`config.mk`:
```
export PLATFORM = sky130hd
export DESIGN_NAME = bus_arbiter
export DESIGN_NICKNAME = d
export VERILOG_FILES = /design/src/rtl/bus_arbiter.sv
export SDC_FILE = /design/constraint.sdc
export NUM_CORES = 1
export LEC_CHECK = 0
export CORE_AREA = 8 8 110 112
export DETAILED_ROUTE_END_ITERATION = 8
export DIE_AREA = 0 0 118 120
export PLACE_DENSITY = 0.75
export SETUP_SLACK_MARGIN = 0.4
export SYNTH_ARGS = -nofsm -noshare
export SYNTH_HDL_FRONTEND = slang
export SYNTH_SLANG_ARGS = --single-unit
```
`constraint.sdc`:
```
create_clock -name clk -period 2.8 [get_ports clk]
set_input_delay 0.28 -clock clk [delete_from_list [all_inputs] [get_ports clk]]
set_output_delay 0.28 -clock clk [all_outputs]
set_load 0.05 [all_outputs]
```
`src/rtl/bus_arbiter.sv`:
```
// rtl/bus_arbiter.sv - two-master round-robin arbiter in front of the address mapper
//
// Build option: ARB_TIMEOUT_EN enables the per-transaction watchdog.
//
// Ports:
//   clk, rst_n            clock, asynchronous active-low reset
//   m0_*/m1_*             master side: a, d, we, rd in; spo, ready out
//   bus_a/d/we/rd         to address mapper
//   bus_spo, bus_ready    from address mapper
//   grant                 one-hot current owner (00 = idle)
//   timeout_err           sticky watchdog flag (0 without ARB_TIMEOUT_EN)
module bus_arbiter #(
  parameter logic [31:0] PARK_ADDR = 32'hF000_0000,
  parameter int          TIMEOUT   = 1024,
  parameter int          CNT_W     = 11
) (
  input  logic        clk,
  input  logic        rst_n,
  input  logic [31:0] m0_a,
  input  logic [31:0] m0_d,
  input  logic        m0_we,
  input  logic        m0_rd,
  output logic [31:0] m0_spo,
  output logic        m0_ready,
  input  logic [31:0] m1_a,
  input  logic [31:0] m1_d,
  input  logic        m1_we,
  input  logic        m1_rd,
  output logic [31:0] m1_spo,
  output logic        m1_ready,
  output logic [31:0] bus_a,
  output logic [31:0] bus_d,
  output logic        bus_we,
  output logic        bus_rd,
  input  logic [31:0] bus_spo,
  input  logic        bus_ready,
  output logic [1:0]  grant,
  output logic        timeout_err
);

  typedef enum logic [1:0] {
    S_IDLE = 2'd0,
    S_G0   = 2'd1,
    S_G1   = 2'd2
  } state_t;

  state_t state;
  logic   last;
  logic   req0, req1;
  logic   to_hit;

  assign req0 = m0_we | m0_rd;
  assign req1 = m1_we | m1_rd;

`ifdef ARB_TIMEOUT_EN
  localparam logic [CNT_W-1:0] TO_VAL = CNT_W'(TIMEOUT);
  logic [CNT_W-1:0] cnt;

  // Watchdog fires only while the owner still requests and the slave is silent;
  // a slave ready in the same cycle wins.
  assign to_hit = (state != S_IDLE) && (cnt == TO_VAL) && !bus_ready &&
                  ((state == S_G0) ? req0 : req1);

  always_ff @(posedge clk or negedge rst_n) begin
    if (!rst_n) begin
      cnt         <= '0;
      timeout_err <= 1'b0;
    end else begin
      if (state == S_IDLE) begin
        cnt <= '0;
      end else if (!bus_ready) begin
        cnt <= cnt + 1'b1;
      end
      if (to_hit) begin
        timeout_err <= 1'b1;
      end
    end
  end
`else
  assign to_hit = 1'b0;
  // No watchdog: constant 0 for every legal configuration; the expression keeps
  // the watchdog parameters referenced in this build.
  assign timeout_err = (CNT_W == 0) && (TIMEOUT == 0);
`endif

  // Bus steering follows the registered grant combinationally.
  always_comb begin
    bus_a    = PARK_ADDR;
    bus_d    = 32'h0;
    bus_we   = 1'b0;
    bus_rd   = 1'b0;
    m0_spo   = 32'h0;
    m1_spo   = 32'h0;
    m0_ready = 1'b0;
    m1_ready = 1'b0;
    if (state == S_G0) begin
      bus_a    = m0_a;
      bus_d    = m0_d;
      bus_we   = m0_we & ~to_hit;
      bus_rd   = m0_rd & ~to_hit;
      m0_spo   = to_hit ? 32'hDEAD_BEEF : bus_spo;
      m0_ready = req0 & (bus_ready | to_hit);
    end else if (state == S_G1) begin
      bus_a    = m1_a;
      bus_d    = m1_d;
      bus_we   = m1_we & ~to_hit;
      bus_rd   = m1_rd & ~to_hit;
      m1_spo   = to_hit ? 32'hDEAD_BEEF : bus_spo;
      m1_ready = req1 & (bus_ready | to_hit);
    end
  end

  // Every grant ends in IDLE so a request still held after its ready pulse
  // cannot be re-issued, and the other master gets a fair look.
  always_ff @(posedge clk or negedge rst_n) begin
    if (!rst_n) begin
      state <= S_IDLE;
      grant <= 2'b00;
      last  <= 1'b1;
    end else begin
      case (state)
        S_IDLE: begin
          if (req0 && (!req1 || last)) begin
            state <= S_G0;
            grant <= 2'b01;
          end else if (req1) begin
            state <= S_G1;
            grant <= 2'b10;
          end
        end
        S_G0: begin
          if (!req0) begin
            state <= S_IDLE;
            grant <= 2'b00;
          end else if (bus_ready || to_hit) begin
            state <= S_IDLE;
            grant <= 2'b00;
            last  <= 1'b0;
          end
        end
        S_G1: begin
          if (!req1) begin
            state <= S_IDLE;
            grant <= 2'b00;
          end else if (bus_ready || to_hit) begin
            state <= S_IDLE;
            grant <= 2'b00;
            last  <= 1'b1;
          end
        end
        default: begin
          state <= S_IDLE;
          grant <= 2'b00;
        end
      endcase
    end
  end

endmodule
```
==> reports/metrics.cfg, run 1 <==
[placed_design]
placedCellCount = 611
post_dp_cell_area_mm2 = 0.00486
dp_hpwl_um = 10800
gp_congestion = 0.868
place_ws_ns = 0.425
numPortBuffers = 300

[cts]
cts_tree = done
clock_latency_ns = 0.22
cts.clk_slew.worst_paths_ns = 0.04
clkSinkCount = 5
holdBufCountCts = 0
cts_made_buffers = 3
clock_path_buffers = 2
cts_root_buf = clkbuf_8
h-tree-depth = 1

[route]
drcViolationCount = 0
ant_nets = 0
via_count = 2721
vias_per_cell = 4.40
first_pass_iters = 5
drt_wl_total_um = 12400
wl_per_cell_um = 20.1
drt-initial-drc-count = 155

[synth]
synth_flop_cell = dfrtp_1
synth_most_common_cell = and2_1
async_reset_ff_share_pct = 100
synth-edff-count = 0
yosys-top-cells-area = a22o_1, and2_1, dfrtp_1, buf_2, buf_4
synthAdderAreaFrac_pct = 0
synth-xor-area-share_pct = 0
synth.top_cell.area_share_pct = 38.3
synth_mux_area_share_pct = 0
yosysSeqAreaShare_pct = 8.92
yosysUniqueCellTypes = 28
synthSimpleGateAreaFrac_pct = 34.2
synth_nets = 355
synth-seq-cells = 5
yosys-top-cells-count = and2_1, a22o_1, buf_2
synth-compound-area-share_pct = 47.5
synth_top_family_by_area = compound AO/OA/AOI/OAI gates
synth_area_mm2 = 0.00142
synth_largest_area_cell = a22o_1
postSynthCellCount = 188
syn_avg_cell_area_um2 = 7.53
ys_warn_count = 0

[final_layout]
fin_cells = 618
fin_nets = 646
design_area_mm2 = 0.00493
drive_gt1_share_pct = 28.2
nFillCells = 987
final_core_util_pct = 47.0
synthToLayoutAreaGrowth_pct = 248
n_antenna_cell = 0

[worst_setup_path]
reg2reg_depth = 3
required_ns = 2.52
r2r_end = grant[0]
cp_cell_sequence = nor2b_4, buf_4, a22o_1, buf_4
cp_top_family = buffers and inverters
slowest_delay_ns = 0.59
r2r_start = state[1]
slowest_stage = dfrtp_1
end_kind = output port
crit_buf_inv = 2
reg2reg_setup_slack_ns = 1.36
arrival_ns = 1.94
cpMostUsedCell = buf_4
worstSetupPathType = reg -> out
worstPathMaxFanout = 57
start_kind = flop

[sta]
tns_ns = 0
fin_crit_sh_pct = 79.2
finalSetupViolCount = 0
timing.hold.ws_ns = 0.281
tightest_slew_ns = 0.538
finalHoldViolations = 0
slew_viol_final = 0
fmax_mhz = 451
min_period_ns = 2.22
timing.final.ws_setup_ns = 0.582
rsz0062_at_grt = no
finalClockSkew_ns = 0.00246
max_slew_margin_pct = 64.1

[floorplanning]
ioPinCount = 302
start_util_pct = 13.5
core_area_mm2 = 0.0105
die-area_mm2 = 0.0142
num_rows = 38
die_h_um = 120
die_w_um = 118

[power_and_ir_drop]
p_leak_nw = 2.20
p_total_mw = 6.47
p_per_area_mw_per_mm2 = 1310
ir_worst_vdd_v = 0.000829

[global_route]
grt_pass1_wl_um = 18100
grt-ovfl-total = 0
track_usage_pct = 15.9
grt_pass1_vias = 2881
antenna_found_initial = 0
grt_max_degree = 58

[min_path]
min_path_type = in -> async

[run_status]
outcome = finished, final reports clean

[flow_run]
maxCapViolations = 0

metal layers:
metal	part of all wire, %	vias to the layer above	routed length [um]	track usage, %
li1	-	1286	-	-
met1	38	1272	4660	17.3
met2	53	157	6600	30.2
met3	8.8	6	1090	5.26
met4	0.60	0	74	1.76
met5	0	-	0	0
flip-flops by register name, summed over array words and instances (netlist names):
signal and flops:
last 1, grant 2, state 2
layout by cell type, fill, tap and decap left out, drive strengths merged:
master / n
a21oi: 2
nor2b: 3
o22a: 4
and2: 64
or2: 1
nand2: 3
conb: 1
buf: 125
o21ba: 1
o21bai: 1
a31o: 1
o31ai: 1
nor2: 4
nor4: 1
a211oi: 1
nand3: 1
nand2b: 2
clkdlybuf4s50: 168
o22ai: 1
a22o: 62
a32o: 2
dfrtp: 4
dfstp: 1
dlymetal6s2s: 4
o211a: 1
o211ai: 1
dlygate4sd2: 10
nor3: 2
inv: 2
clkbuf: 4
layout make-up:
cell class                      instances  area [um2]  share of cell area [%]
Tap cell                              140         175                    3.55
Sequential cell                         5         126                    2.56
Multi-Input combinational cell        160        1180                    23.9
Timing Repair Buffer                  307        3400                    68.9
Inverter                                2        7.51                   0.152
Clock buffer                            4        45.0                   0.913
power breakdown:
group / leakage, nW / internal (mW) / switching [mW] / total (mW)
Combinational: 2.11 / 2.47 / 3.70 / 6.17
Clock: 0.0228 / 0.0975 / 0.0328 / 0.130
Sequential: 0.0615 / 0.108 / 0.0610 / 0.169
Total: 2.20 / 2.68 / 3.80 / 6.47
worst max-delay path by stage:
stage / cells after the start / end / slack, ns / start
2_1_floorplan: 3 / m0_ready / 0.69 / state[1]
3_3_place_gp: 3 / m0_spo[15] / 0.50 / state[0]
3_5_place_dp: 3 / m0_spo[29] / 0.42 / state[0]
4_1_cts: 3 / bus_a[28] / 0.34 / state[1]
5_1_grt: 4 / bus_d[12] / 0.43 / state[1]
6_report: 4 / bus_d[12] / 0.58 / state[1]
logic make-up after synthesis:
family,after synthesis
and+or+nand+nor,80
AOI/OAI and AO/OA,78
buffers and inverters,24
DFF,5
other,1
repair_timing:
item                                   4_1_cts  5_1_grt
buffers inserted                             0        2
endpoints found under the hold margin        0        0
setup endpoints to repair                   55       25
gates resized for setup                     11        4
gates cloned                                 1        0
Note: power is estimated with default switching activity, not from simulation.
==> run 2: changes to the inputs <==
- clock period: 2.8 -> 2.1 ns (I/O delays scaled with it)
==> run 2 against run 1 <==
  * Critical path depth up 1
  * Final cell count up 2.8%
  * Clock skew about the same
  * Worst setup slack worse by 0.24 ns
  * Clock power up 39%
  * Combinational power up 80%
  * Sequential power up 18%
  * Via count up 5.3%
  * Power up 77%
  * First-iteration DRC count down 26%
  * Hold slack worse by 0.069 ns
==> reports/metrics.cfg, run 2 (synthesis gave the netlist of run 1 again) <==
[final_layout]
regArea_um2 = 129  ; +2.0%
layout_commonest_cell = clkdlybuf4s50_1
fin_cells = 635  ; +2.8%
final_core_util_pct = 62.7  ; +16 points
multi_input_area_mm2 = 0.00155  ; +32%
fin_nets = 663  ; +2.6%
reg_top3 = grant (2), state (2), last (1)
design_area_mm2 = 0.00659  ; +34%
final_cell_mix = clkdlybuf4s50_1, buf_12, and2_4
drive_gt1_share_pct = 50.9  ; +23 points
synthToLayoutAreaGrowth_pct = 365
n_antenna_cell = 0  ; unchanged
nFillCells = 774  ; -22%

[route]
ant_nets = 0  ; unchanged
drcViolationCount = 0  ; unchanged
first_pass_iters = 4  ; -1
drt-initial-drc-count = 114  ; -26%
drt_wl_total_um = 15100  ; +21%
via_count = 2866  ; +5.3%
wl_per_cell_um = 23.7  ; +18%
vias_per_cell = 4.51  ; +2.5%

[global_route]
grt_pass1_wl_um = 19500  ; +7.8%
grt_max_degree = 54  ; -6.9%
grt-ovfl-total = 0  ; unchanged
grt_pass1_vias = 3030  ; +5.2%
antenna_found_initial = 0  ; unchanged
track_usage_pct = 17.4  ; +1.5 points

[floorplanning]
die_h_um = 120  ; unchanged
core_area_mm2 = 0.0105  ; unchanged
die-area_mm2 = 0.0142  ; unchanged
start_util_pct = 13.5  ; unchanged
die_w_um = 118  ; unchanged
ioPinCount = 302  ; unchanged
num_rows = 38  ; unchanged

[sta]
fin_crit_sh_pct = 83.5
rsz0062_at_grt = yes
slew_viol_final = 0  ; unchanged
timing.hold.ws_ns = 0.212  ; -0.0694 ns
fmax_mhz = 570
finalHoldViolations = 0  ; unchanged
max_slew_margin_pct = 64.6  ; +0.52 points
finalSetupViolCount = 0  ; unchanged
timing.final.ws_setup_ns = 0.346  ; -0.236 ns
tightest_slew_ns = 0.530  ; -0.00855 ns
min_period_ns = 1.75
tns_ns = 0  ; unchanged
finalClockSkew_ns = 0.00294  ; +0.000475 ns

[placed_design]
place_ws_ns = 0.291  ; -0.134 ns
gp_congestion = 0.913  ; +5.2%
dp_hpwl_um = 11400  ; +5.9%
post_dp_cell_area_mm2 = 0.00583  ; +20%
placedCellCount = 610  ; -0.16%
numPortBuffers = 300  ; unchanged

[worst_setup_path]
cp_top_family = buffers and inverters
end_kind = output port
r2r_start = state[0]
worstSetupPathType = reg -> out
required_ns = 1.89  ; -0.63 ns
cpMostUsedCell = buf_12
worstPathMaxFanout = 13  ; -77%
slowest_delay_ns = 0.45  ; -0.14 ns
crit_buf_inv = 3  ; +1
slowest_stage = dfrtp_2
r2r_end = grant[0]
cp_cell_sequence = nor2b_4, buf_12, clkbuf_16, a22o_4, buf_12
arrival_ns = 1.54  ; -0.40 ns
reg2reg_depth = 4  ; +1
reg2reg_setup_slack_ns = 0.74  ; -0.62 ns
start_kind = flop

[cts]
clock_latency_ns = 0.22  ; about the same
cts_made_buffers = 3  ; unchanged
clkSinkCount = 5  ; unchanged
clock_path_buffers = 2  ; unchanged
cts_tree = done
cts_root_buf = clkbuf_8
h-tree-depth = 1  ; unchanged
cts.clk_slew.worst_paths_ns = 0.04  ; about the same

[flow_run]
maxCapViolations = 0  ; unchanged

[power_and_ir_drop]
p_leak_nw = 2.78  ; +26%
p_per_area_mw_per_mm2 = 1740  ; +33%
p_total_mw = 11.5  ; +77%
ir_worst_vdd_v = 0.000901  ; +8.7%

[run_status]
outcome = finished, final reports clean

[min_path]
min_path_type = in -> async

## run 2: changes by cell type in the layout (fill, tap and decap cells not counted), sizes merged
cell / change
dlygate4sd2: -10
dlymetal6s2s: -4
clkbuf: +5
buf: +27
nor2b: -1
## run 2: repair_timing
action | in CTS | in global routing
pin swaps | 7 | 15
gates cloned | 2 | 9
setup endpoints to repair | 131 | 132
buffers inserted | 6 | 4
hold buffers | 0 | 0
gates resized for setup | 33 | 60
## run 2: layout make-up
cell class	instances	area share (%)
Sequential cell	5	1.96
Multi-Input combinational cell	159	23.6
Inverter	2	0.114
Clock buffer	4	0.684
Tap cell	140	2.66
Timing Repair Buffer	325	71.0
## run 2: worst max path at each step
stage               startpoint         to  slack, ns  depth (start not counted)
detailed placement    state[0]  bus_d[22]       0.29                          4
finish                state[1]  bus_d[25]       0.35                          5
global route          state[1]  bus_d[16]       0.30                          5
CTS                   state[1]  bus_d[29]       0.32                          4
floorplan             state[1]  bus_a[10]       0.46                          5
global placement      state[0]  bus_d[22]       0.34                          4
## run 2: power by group
part	total, mW	internal [mW]	leakage [nW]	switching [mW]
clock	0.181	0.131	0.0228	0.0504
sequential	0.200	0.148	0.0590	0.0515
combinational	11.1	5.40	2.69	5.70
## run 2: layer usage
metal  GRT usage, %  vias to the layer above  routed length (um)
met5              0                        -                   0
met4           3.04                        0                 205
met3           5.59                       12                1060
met2           35.0                      163                8380
met1           17.2                     1368                5440
li1               -                     1323                   -
==> run 3: changes to the inputs <==
- clock period: 2.1 -> 1.7 ns (I/O delays scaled with it)
==> run 3 against run 2 <==
  * The run now ends with negative setup slack left
  * Sequential share of layout area down 0.19 points
  * Final area is 11% higher
  * Sequential cell count unchanged
  * Critical path type unchanged
==> reports/metrics.cfg, run 3 (synthesis gave the netlist of run 1 again) <==
[floorplanning]
ioPinCount = 302  ; unchanged
die_h_um = 120  ; unchanged
start_util_pct = 13.5  ; unchanged
die_w_um = 118  ; unchanged
die-area_mm2 = 0.0142  ; unchanged
num_rows = 38  ; unchanged
core_area_mm2 = 0.0105  ; unchanged

[worst_setup_path]
slowest_delay_ns = 0.45  ; about the same
crit_buf_inv = 3  ; unchanged
worstPathMaxFanout = 7  ; -6
end_kind = output port
cpMostUsedCell = buf_12
worstSetupPathType = reg -> out
cp_cell_sequence = nor2b_4, buf_12, clkbuf_16, a22o_4, buf_12
required_ns = 1.53  ; -0.36 ns
arrival_ns = 1.56  ; +0.02 ns
slowest_stage = dfrtp_2
cp_top_family = buffers and inverters
start_kind = flop

[sta]
finalHoldViolations = 0  ; unchanged
finalSetupViolCount = 64  ; +64
slew_viol_final = 0  ; unchanged
rsz0062_at_grt = yes
fin_crit_sh_pct = 102
finalClockSkew_ns = 0.000958  ; -0.00198 ns
min_period_ns = 1.73
fmax_mhz = 577
tns_ns = -1.08  ; -1.08 ns
timing.hold.ws_ns = 0.174  ; -0.0378 ns
timing.final.ws_setup_ns = -0.0319  ; -0.378 ns

[route]
wl_met3_um = 1510  ; +43%
routedLengthMet1_um = 5140  ; -5.6%
drt_wl_total_um = 15100  ; +0.29%
ant_nets = 0  ; unchanged
first_pass_iters = 4  ; unchanged
vias_per_cell = 4.52  ; about the same
wl_per_cell_um = 23.4  ; -1.4%
drcViolationCount = 0  ; unchanged
drt-initial-drc-count = 113  ; -0.88%
route.met2.wl_um = 8420  ; +0.55%
top_layer = met4
via_count = 2918  ; +1.8%

[power_and_ir_drop]
p_leak_nw = 3.16  ; +14%
comb_power_share_pct = 97.0  ; +0.3 points
ir_worst_vdd_v = 0.00128  ; +42%
seqPwrFrac_pct = 1.6  ; about the same
clkPwrFrac_pct = 1.4  ; -0.2 points
p_sw_mw = 7.42  ; +28%
p_total_mw = 15.5  ; +35%
p_per_area_mw_per_mm2 = 2130  ; +22%
sw_frac_of_total_pct = 47.9  ; -2.7 points
p_int_mw = 8.08  ; +42%

[global_route]
grt-ovfl-total = 0  ; unchanged
track_usage_pct = 18.6  ; +1.2 points
grt_max_degree = 39  ; -28%
grt_pass1_wl_um = 20800  ; +6.6%
grt_pass1_vias = 3286  ; +8.4%
antenna_found_initial = 1  ; +1

[cts]
clock_path_buffers = 2  ; unchanged
h-tree-depth = 1  ; unchanged
cts_made_buffers = 3  ; unchanged
clock_latency_ns = 0.22  ; about the same
cts_tree = done
cts.clk_slew.worst_paths_ns = 0.03  ; about the same
holdBufCountCts = 0  ; unchanged
clkSinkCount = 5  ; unchanged
cts_root_buf = clkbuf_8

[placed_design]
place_ws_ns = 0.142  ; -0.149 ns
dp_hpwl_um = 11200  ; -2.3%
numPortBuffers = 300  ; unchanged
gp_congestion = 0.856  ; -6.3%

[final_layout]
multi_input_area_mm2 = 0.00195  ; +25%
reg_top3 = grant (2), state (2), last (1)
layout_commonest_cell = clkdlybuf4s50_1
drive_gt1_share_pct = 62.0  ; +11 points
synthToLayoutAreaGrowth_pct = 415
final_cell_mix = clkdlybuf4s50_1, buf_12, and2_4
final_core_util_pct = 69.4  ; +6.7 points
fin_nets = 673  ; +1.5%
regArea_um2 = 129  ; unchanged
nFillCells = 665  ; -14%

[min_path]
min_path_type = in -> async

[flow_run]
maxCapViolations = 0  ; unchanged

[run_status]
violations = negative setup slack
outcome = finished, violations left

## run 3: changes by cell type in the layout (fill, tap and decap cells not counted), moves of 3 or more
cell             before  now
clkbuf_16             5    9
a22o_1               37    0
buf_16                3    6
clkdlybuf4s50_1     168  163
buf_4                12    8
and2_1                8    0
and2_4               56   64
a22o_4               25   62
buf_12              132  137
dlymetal6s2s_1        0    3
## run 3: timing repair
item / in CTS / in global routing
pin swaps: 18 / 42
endpoints found under the setup margin: 136 / 137
setup buffers: 9 / 3
resized for setup: 52 / 32
cloned: 5 / 11
## run 3: final timing paths
path | slack, ns | start | end | cells past startpoint
min reg2reg | 0.54 | last | last | 2
min in group clk | 0.36 | bus_ready | state[0] | 2
max in group asynchronous | 1.27 | rst_n | last | 1
max | -0.03 | state[0] | bus_d[20] | 5
min | 0.17 | rst_n | state[1] | 1
max reg2reg | 0.20 | state[1] | grant[0] | 6
## run 3: routing by layer
metal | vias to the layer above | GRT usage [%]
li1 | 1344 | -
met2 | 190 | 37.1
met5 | - | 0
met1 | 1380 | 17.6
met4 | 0 | 1.92
met3 | 4 | 8.41
## run 3: power by group through the flow
stage / Clock, mW / Sequential [mW] / Combinational (mW)
6_report: 0.217 / 0.253 / 15.0
3_3_place_gp: 0 / 0.251 / 12.9
3_5_place_dp: 0 / 0.256 / 13.1
4_1_cts: 0.225 / 0.244 / 14.1
2_1_floorplan: 0 / 0.291 / 6.97
5_1_grt: 0.233 / 0.259 / 15.5
## run 3: per-stage QoR
| stage | instance area [um2] | cells |
|---|---|---|
| floorplan | 1980 | 188 |
| global placement | 6390 | 613 |
| detailed placement | 6390 | 613 |
| CTS | 6860 | 631 |
| global route | 7290 | 646 |
| finish | 7290 | 646 |
## run 3: cell type report
| cell class | instances | area share, % |
|---|---|---|
| Clock buffer | 4 | 0.618 |
| Antenna cell | 1 | 0.0343 |
| Timing Repair Buffer | 335 | 68.4 |
| Sequential cell | 5 | 1.77 |
| Multi-Input combinational cell | 159 | 26.7 |
| Tap cell | 140 | 2.40 |
| Inverter | 2 | 0.103 |
